`src/rtl/iic_pkg.sv`:
```
// Shared definitions for the I2C EEPROM arbiter: FSM encoding, engine call codes,
// timing defaults and the latched transfer record.
package iic_pkg;

    localparam logic [1:0] ST_IDLE  = 2'd0;
    localparam logic [1:0] ST_CALL  = 2'd1;
    localparam logic [1:0] ST_ABORT = 2'd2;
    localparam logic [1:0] ST_GAP   = 2'd3;

    localparam logic [1:0] CALL_WR = 2'b10;
    localparam logic [1:0] CALL_RD = 2'b01;

    localparam logic [19:0] TIMEOUT_DEF  = 20'd100000;
    localparam logic [3:0]  GAP_DEF      = 4'd4;
    localparam logic [3:0]  ERST_LEN_DEF = 4'd3;

    typedef struct packed {
        logic       port;
        logic       we;
        logic [7:0] addr;
        logic [7:0] wdata;
    } xfer_t;

    function automatic logic [1:0] call_code(input logic we);
        return we ? CALL_WR : CALL_RD;
    endfunction

endpackage

```
`src/rtl/iic_arbiter_if.sv`:
```
// Requester and EEPROM-engine signals of the arbiter; slave = arbiter side,
// master = requesters plus engine.
interface iic_arbiter_if;

    logic       p0_req;
    logic       p1_req;
    logic       p0_we;
    logic       p1_we;
    logic [7:0] p0_addr;
    logic [7:0] p1_addr;
    logic [7:0] p0_wdata;
    logic [7:0] p1_wdata;
    logic       p0_ack;
    logic       p1_ack;
    logic       p0_err;
    logic       p1_err;
    logic [7:0] rdata;
    logic [1:0] iic_call;
    logic [7:0] iic_addr;
    logic [7:0] iic_data;
    logic       iic_rst_n;
    logic [7:0] iic_odata;
    logic [1:0] iic_done;
    logic       busy;

    modport slave (
        input  p0_req, p1_req, p0_we, p1_we, p0_addr, p1_addr, p0_wdata, p1_wdata,
        input  iic_odata, iic_done,
        output p0_ack, p1_ack, p0_err, p1_err, rdata,
        output iic_call, iic_addr, iic_data, iic_rst_n, busy
    );

    modport master (
        output p0_req, p1_req, p0_we, p1_we, p0_addr, p1_addr, p0_wdata, p1_wdata,
        output iic_odata, iic_done,
        input  p0_ack, p1_ack, p0_err, p1_err, rdata,
        input  iic_call, iic_addr, iic_data, iic_rst_n, busy
    );

endinterface

```
`src/rtl/iic_arbiter.sv`:
```
// Round-robin two-port arbiter and call sequencer for the I2C EEPROM engine,
// with a watchdog that pulses the engine reset when a call never completes.
module iic_arbiter
    import iic_pkg::*;
#(
    parameter logic [19:0] TIMEOUT  = TIMEOUT_DEF,
    parameter logic [3:0]  GAP      = GAP_DEF,
    parameter logic [3:0]  ERST_LEN = ERST_LEN_DEF
) (
    input  logic          clk,
    input  logic          rst_n,
    iic_arbiter_if.slave  bus
);

    localparam logic [19:0] TO_LAST  = TIMEOUT - 20'd1;
    localparam logic [3:0]  GAP_LAST = GAP - 4'd1;

    logic [1:0]  state;
    xfer_t       xfer;
    logic        rr;
    logic [19:0] cnt;
    logic [3:0]  sub_cnt;
    logic        erst;
    logic        gnt;
    logic        sel_we;
    logic [7:0]  sel_addr;
    logic [7:0]  sel_wdata;
    logic        done_hit;

    // Both requesting: the port that did not win last time goes next.
    always_comb begin
        gnt = 1'b0;
        if (bus.p0_req && bus.p1_req) begin
            gnt = ~rr;
        end else begin
            gnt = bus.p1_req;
        end
        sel_we    = gnt ? bus.p1_we    : bus.p0_we;
        sel_addr  = gnt ? bus.p1_addr  : bus.p0_addr;
        sel_wdata = gnt ? bus.p1_wdata : bus.p0_wdata;
    end

    // Only the done bit matching the call direction completes the transfer.
    assign done_hit      = xfer.we ? bus.iic_done[1] : bus.iic_done[0];
    assign bus.iic_addr  = xfer.addr;
    assign bus.iic_data  = xfer.wdata;
    assign bus.busy      = (state != ST_IDLE);
    assign bus.iic_rst_n = erst & rst_n;

    always_ff @(posedge clk or negedge rst_n) begin
        if (!rst_n) begin
            state        <= ST_IDLE;
            xfer         <= '0;
            rr           <= 1'b0;
            cnt          <= '0;
            sub_cnt      <= '0;
            erst         <= 1'b1;
            bus.iic_call <= 2'b00;
            bus.p0_ack   <= 1'b0;
            bus.p1_ack   <= 1'b0;
            bus.p0_err   <= 1'b0;
            bus.p1_err   <= 1'b0;
            bus.rdata    <= '0;
        end else begin
            bus.p0_ack <= 1'b0;
            bus.p1_ack <= 1'b0;
            bus.p0_err <= 1'b0;
            bus.p1_err <= 1'b0;
            case (state)
                ST_IDLE: begin
                    if (bus.p0_req || bus.p1_req) begin
                        xfer         <= '{port: gnt, we: sel_we, addr: sel_addr, wdata: sel_wdata};
                        rr           <= gnt;
                        cnt          <= '0;
                        bus.iic_call <= call_code(sel_we);
                        state        <= ST_CALL;
                    end
                end
                ST_CALL: begin
                    if (done_hit) begin
                        bus.iic_call <= 2'b00;
                        if (!xfer.we) begin
                            bus.rdata <= bus.iic_odata;
                        end
                        if (xfer.port) begin
                            bus.p1_ack <= 1'b1;
                        end else begin
                            bus.p0_ack <= 1'b1;
                        end
                        sub_cnt <= '0;
                        state   <= ST_GAP;
                    end else if (cnt == TO_LAST) begin
                        bus.iic_call <= 2'b00;
                        sub_cnt      <= '0;
                        state        <= ST_ABORT;
                    end else if (cnt != 20'hFFFFF) begin
                        cnt <= cnt + 20'd1;
                    end
                end
                // Engine reset is held low for ERST_LEN cycles, then the abort is reported.
                ST_ABORT: begin
                    if (sub_cnt == ERST_LEN) begin
                        erst <= 1'b1;
                        if (xfer.port) begin
                            bus.p1_ack <= 1'b1;
                            bus.p1_err <= 1'b1;
                        end else begin
                            bus.p0_ack <= 1'b1;
                            bus.p0_err <= 1'b1;
                        end
                        sub_cnt <= '0;
                        state   <= ST_GAP;
                    end else begin
                        erst    <= 1'b0;
                        sub_cnt <= sub_cnt + 4'd1;
                    end
                end
                default: begin
                    if (sub_cnt == GAP_LAST) begin
                        state <= ST_IDLE;
                    end else begin
                        sub_cnt <= sub_cnt + 4'd1;
                    end
                end
            endcase
        end
    end

endmodule

```
`src/flat_wrapper.sv`:
```
// flat-port wrapper written by rule: the top's interface ports become plain ports
module iic_arbiter_flat import iic_pkg::*;
#(
    parameter logic [19:0] TIMEOUT  = TIMEOUT_DEF,
    parameter logic [3:0]  GAP      = GAP_DEF,
    parameter logic [3:0]  ERST_LEN = ERST_LEN_DEF
)
  (clk, rst_n, bus_p0_req, bus_p1_req, bus_p0_we, bus_p1_we, bus_p0_addr, bus_p1_addr, bus_p0_wdata, bus_p1_wdata, bus_iic_odata, bus_iic_done, bus_p0_ack, bus_p1_ack, bus_p0_err, bus_p1_err, bus_rdata, bus_iic_call, bus_iic_addr, bus_iic_data, bus_iic_rst_n, bus_busy);
  iic_arbiter_if bus_i ();
  input  logic clk;
  input  logic rst_n;
  input wire logic [$bits(bus_i.p0_req)-1:0] bus_p0_req;
  input wire logic [$bits(bus_i.p1_req)-1:0] bus_p1_req;
  input wire logic [$bits(bus_i.p0_we)-1:0] bus_p0_we;
  input wire logic [$bits(bus_i.p1_we)-1:0] bus_p1_we;
  input wire logic [$bits(bus_i.p0_addr)-1:0] bus_p0_addr;
  input wire logic [$bits(bus_i.p1_addr)-1:0] bus_p1_addr;
  input wire logic [$bits(bus_i.p0_wdata)-1:0] bus_p0_wdata;
  input wire logic [$bits(bus_i.p1_wdata)-1:0] bus_p1_wdata;
  input wire logic [$bits(bus_i.iic_odata)-1:0] bus_iic_odata;
  input wire logic [$bits(bus_i.iic_done)-1:0] bus_iic_done;
  output wire logic [$bits(bus_i.p0_ack)-1:0] bus_p0_ack;
  output wire logic [$bits(bus_i.p1_ack)-1:0] bus_p1_ack;
  output wire logic [$bits(bus_i.p0_err)-1:0] bus_p0_err;
  output wire logic [$bits(bus_i.p1_err)-1:0] bus_p1_err;
  output wire logic [$bits(bus_i.rdata)-1:0] bus_rdata;
  output wire logic [$bits(bus_i.iic_call)-1:0] bus_iic_call;
  output wire logic [$bits(bus_i.iic_addr)-1:0] bus_iic_addr;
  output wire logic [$bits(bus_i.iic_data)-1:0] bus_iic_data;
  output wire logic [$bits(bus_i.iic_rst_n)-1:0] bus_iic_rst_n;
  output wire logic [$bits(bus_i.busy)-1:0] bus_busy;
  assign bus_i.p0_req = bus_p0_req;
  assign bus_i.p1_req = bus_p1_req;
  assign bus_i.p0_we = bus_p0_we;
  assign bus_i.p1_we = bus_p1_we;
  assign bus_i.p0_addr = bus_p0_addr;
  assign bus_i.p1_addr = bus_p1_addr;
  assign bus_i.p0_wdata = bus_p0_wdata;
  assign bus_i.p1_wdata = bus_p1_wdata;
  assign bus_i.iic_odata = bus_iic_odata;
  assign bus_i.iic_done = bus_iic_done;
  assign bus_p0_ack = bus_i.p0_ack;
  assign bus_p1_ack = bus_i.p1_ack;
  assign bus_p0_err = bus_i.p0_err;
  assign bus_p1_err = bus_i.p1_err;
  assign bus_rdata = bus_i.rdata;
  assign bus_iic_call = bus_i.iic_call;
  assign bus_iic_addr = bus_i.iic_addr;
  assign bus_iic_data = bus_i.iic_data;
  assign bus_iic_rst_n = bus_i.iic_rst_n;
  assign bus_busy = bus_i.busy;
  iic_arbiter #(.TIMEOUT(TIMEOUT), .GAP(GAP), .ERST_LEN(ERST_LEN)) u_core (.clk(clk), .rst_n(rst_n), .bus(bus_i));
endmodule
```
`config.mk`:
```
export PLATFORM = sky130hd
export DESIGN_NAME = iic_arbiter_flat
export DESIGN_NICKNAME = d
export VERILOG_FILES = /design/src/rtl/iic_pkg.sv /design/src/rtl/iic_arbiter_if.sv /design/src/rtl/iic_arbiter.sv /design/src/flat_wrapper.sv
export SDC_FILE = /design/constraint.sdc
export NUM_CORES = 1
export LEC_CHECK = 0
export CAP_MARGIN = 20
export CELL_PAD_IN_SITES_DETAIL_PLACEMENT = 0
export CELL_PAD_IN_SITES_GLOBAL_PLACEMENT = 1
export CORE_UTILIZATION = 40
export CTS_CLUSTER_DIAMETER = 120
export DETAILED_ROUTE_END_ITERATION = 10
export DONT_BUFFER_PORTS = 1
export GPL_ROUTABILITY_DRIVEN = 0
export PLACE_DENSITY_LB_ADDON = 0.08
export SLEW_MARGIN = 20
export SYNTH_ARGS = -nofsm -noshare
export SYNTH_HDL_FRONTEND = slang
export SYNTH_SLANG_ARGS = --single-unit
```
`constraint.sdc`:
```
create_clock -name clk -period 2.18 [get_ports clk]
set_input_delay 0.218 -clock clk [delete_from_list [all_inputs] [get_ports clk]]
set_output_delay 0.218 -clock clk [all_outputs]
set_load 0.05 [all_outputs]
```
==> results.yml <==
cts:
  clkLatencyLatePin_ns: 0.34
  clkSlewWorstSetupHoldPaths_ns: 0.06
  cts_inserted_buffers: 9
  clkSinkCount: 59
  post_cts_buffers: 0
  root_buffer: "clkbuf_8"
  cts_buffer_depth: 2
  htree_levels: 3
  cts_tree: "built"
critical_path:
  worstSetupPathType: "flip-flop to flip-flop"
  r2r-end: "u_core.sub_cnt[0]"
  cp-end-kind: "flip-flop"
  cp_max_fo: 7
  r2r_setup_slack_ns: 0.14
  r2r_start: "u_core.cnt[11]"
  start_kind: "flip-flop"
  worstRegToRegCells: 5
  cp_data_arrival_time_ns: 2.31
  required_ns: 2.45
power:
  total_power_mw: 5.29
  switchingPower_mw: 2.59
  swShare_pct: 48.9
  combPwrFrac_pct: 36.0
  leakage_nw: 1.58
  p_clk_share_pct: 16.2
  vdd_ir_drop_max_v: 0.000585
  pwr-share-seq_pct: 47.9
  p_int_mw: 2.70
  powerDensity_nw_per_um2: 1450
timing:
  worst_pin_slew_ns: 0.680
  relSlewSlack_pct: 54.5
  finalCritPeriodShare_pct: 93.7
  clock_skew_ns: 0.00862
  setup_viol: 0
  rsz0062_at_grt: "no"
  layout_min_cycle_time_ns: 2.04
  finalSetupTns_ns: 0
  slew_violations: 0
  finalHoldViolCount: 0
  fmax_mhz: 490
flow_run:
  maxCapViolations: 0
finish:
  layout-drive-gt1-share_pct: 21.6
  diodes: 0
  synthToLayoutAreaGrowth_pct: 12.8
  layout_commonest_cell: "dfrtp_1"
  fin_nets: 397
  mostFrequentLayoutCells: "dfrtp_1 (58), nand2_1 (37), o21ai_0 (31)"
logic_synthesis:
  syn_inst: 330
  avgSynthCellArea_sq_um: 9.77
  synth_edf_count: 0
  synth-main-ff-cell: "dfrtp_1"
  synth_nets: 384
  synth_seq_area_share_pct: 45.8
  netlist_area_sq_um: 3230
  ys_ff_latch: 59
  synthArstFlopShare_pct: 100
  yosysWarnings: 0
  synth_cell_types: 53
hold_path:
  hp-start: "bus_iic_odata[3]"
  min_path_cells: 1
  hp-class: "input pin to flip-flop"
  whs_endpoint: "u_core.bus.rdata[3]"
grt:
  antenna_found_initial: 0
  grt_pass1_wl_um: 11800
  grt_pass1_vias: 2386
  grt_usage_pct: 18.0
  grt.overflow.total: 0
  grt_start_max_net_pins: 60
floorplan:
  die_h_um: 91.8
  die-area_sq_um: 8430
  core_area_sq_um: 7770
  pin_count: 80
  rows: 32
  start_util_pct: 41.5
  die_x_um: 91.8
detailed_routing:
  wl_per_cell_um: 16.0
  drt-initial-drc-count: 66
  dr.pass1.iters: 4
  via_count: 2480
  ant_nets: 0
  remaining_drc_errors: 0
  wl_um: 7200
  viasPerCell: 5.52
placed_design:
  portBuffers: 0
  dp_hpwl_um: 5040
outcome:
  status: "complete, no violations"
-- per-layer routing --
| layer | GRT usage (%) | vias to the layer above | wire length [um] |
|---|---|---|---|
| met4 | 7.29 | 0 | 105 |
| met2 | 28.2 | 64 | 3270 |
| li1 | - | 1217 | - |
| met1 | 24.1 | 1191 | 3460 |
| met3 | 3.98 | 8 | 357 |
| met5 | 0 | - | 0 |
-- final cells by class --
type	instances	area, sq um
well taps	102	128
clock buffers	10	138
clock inverters	5	30.0
inverters	7	26.3
fillers	758	4130
flip-flops and latches	59	1480
multi-input cells	235	1570
repair buffers	31	270
-- sequential cells by signal (all words and copies together), names as in the netlist --
signal               cells
u_core.erst              1
u_core.sub_cnt           4
u_core.bus.p0_err        1
u_core.xfer              2
u_core.bus.iic_data      8
u_core.bus.p1_ack        1
u_core.bus.rdata         8
u_core.bus.iic_call      2
u_core.bus.p0_ack        1
u_core.cnt              20
u_core.bus.p1_err        1
u_core.state             2
u_core.bus.iic_addr      8
-- how the worst max path moves through the flow --
stage / startpoint / to / slack (ns) / cells after the start
6_report: u_core.cnt[11] / u_core.sub_cnt[0] / 0.14 / 5
3_5_place_dp: u_core.state[0] / u_core.cnt[0] / 0.03 / 7
2_1_floorplan: u_core.state[1] / u_core.state[0] / 0.12 / 9
5_1_grt: u_core.cnt[19] / u_core.sub_cnt[0] / 0.02 / 5
3_3_place_gp: u_core.cnt[5] / u_core.sub_cnt[3] / 0.07 / 5
4_1_cts: u_core.state[0] / u_core.cnt[0] / 0.02 / 7
-- cell families after synthesis --
kind of cell | Yosys count | share of synthesized area (%)
AO/OA/AOI/OAI | 91 | 17.3
adder cells (fa/ha/maj) | 6 | 2.33
buffers and inverters | 36 | 6.67
flip-flops | 59 | 45.8
multiplexers | 32 | 10.4
AND/OR/NAND/NOR | 106 | 17.4
-- per-stage QoR --
step | worst slack, ns | instances | hold WS, ns | cell area (sq um) | util, %
global placement | 0.0661 | 431 | -0.0765 | 3390 | 43.7
detailed placement | 0.0348 | 431 | -0.0763 | 3390 | 43.7
finish | 0.138 | 449 | 0.0335 | 3640 | 46.8
floorplan | 0.115 | 330 | -0.0776 | 3230 | -
CTS | 0.0228 | 449 | 0.0166 | 3610 | 46.5
global route | 0.0162 | 449 | 0.0200 | 3640 | 46.8
-- power groups by stage --
stage / Combinational, mW / Sequential, mW / Clock, mW
after global routing: 2.13 / 2.58 / 0.934
after CTS: 1.90 / 2.54 / 0.887
after global placement: 1.84 / 2.55 / 0
after detailed placement: 1.86 / 2.56 / 0
after floorplan: 2.03 / 1.99 / 0
final: 1.90 / 2.53 / 0.855
-- synth_stat cells, types with 2 or more instances --
library cell | n | area (sq um)
ha_1 | 6 | 75.1
a31o_2 | 2 | 17.5
o211ai_1 | 2 | 15.0
or2_2 | 2 | 12.5
nand3b_1 | 3 | 22.5
buf_6 | 2 | 22.5
clkbuf_1 | 7 | 26.3
dfrtp_1 | 58 | 1450
a31oi_1 | 20 | 125
nor3_1 | 5 | 25.0
and3_1 | 3 | 18.8
inv_1 | 7 | 26.3
mux2i_1 | 19 | 190
a41o_1 | 2 | 20.0
a21oi_1 | 16 | 80.1
nor4_1 | 2 | 12.5
or3_1 | 2 | 12.5
mux2_2 | 13 | 146
o21a_1 | 4 | 30.0
buf_2 | 4 | 20.0
nand2_1 | 37 | 139
nor2_1 | 18 | 67.6
and2_1 | 4 | 25.0
nor3b_1 | 3 | 22.5
o21ai_0 | 31 | 155
nand4_1 | 4 | 25.0
buf_4 | 16 | 120
o31ai_1 | 2 | 15.0
nand3_1 | 9 | 45.0
a41oi_1 | 4 | 35.0
-- critical path, stage by stage, from the launching register on --
cell and delay (ns):
dfrtp_1 0.43, nor4_1 0.32, nand4_2 0.25, o31a_1 0.39, or4b_1 0.49, nand3_1 0.09
-- repair_timing --
action / 4_1_cts / 5_1_grt
gates resized for setup: 0 / 5
setup endpoints to repair: 0 / 21
hold buffers: 3 / 0
hold endpoints to repair: 60 / 0
(Power assumes the default switching activity.)
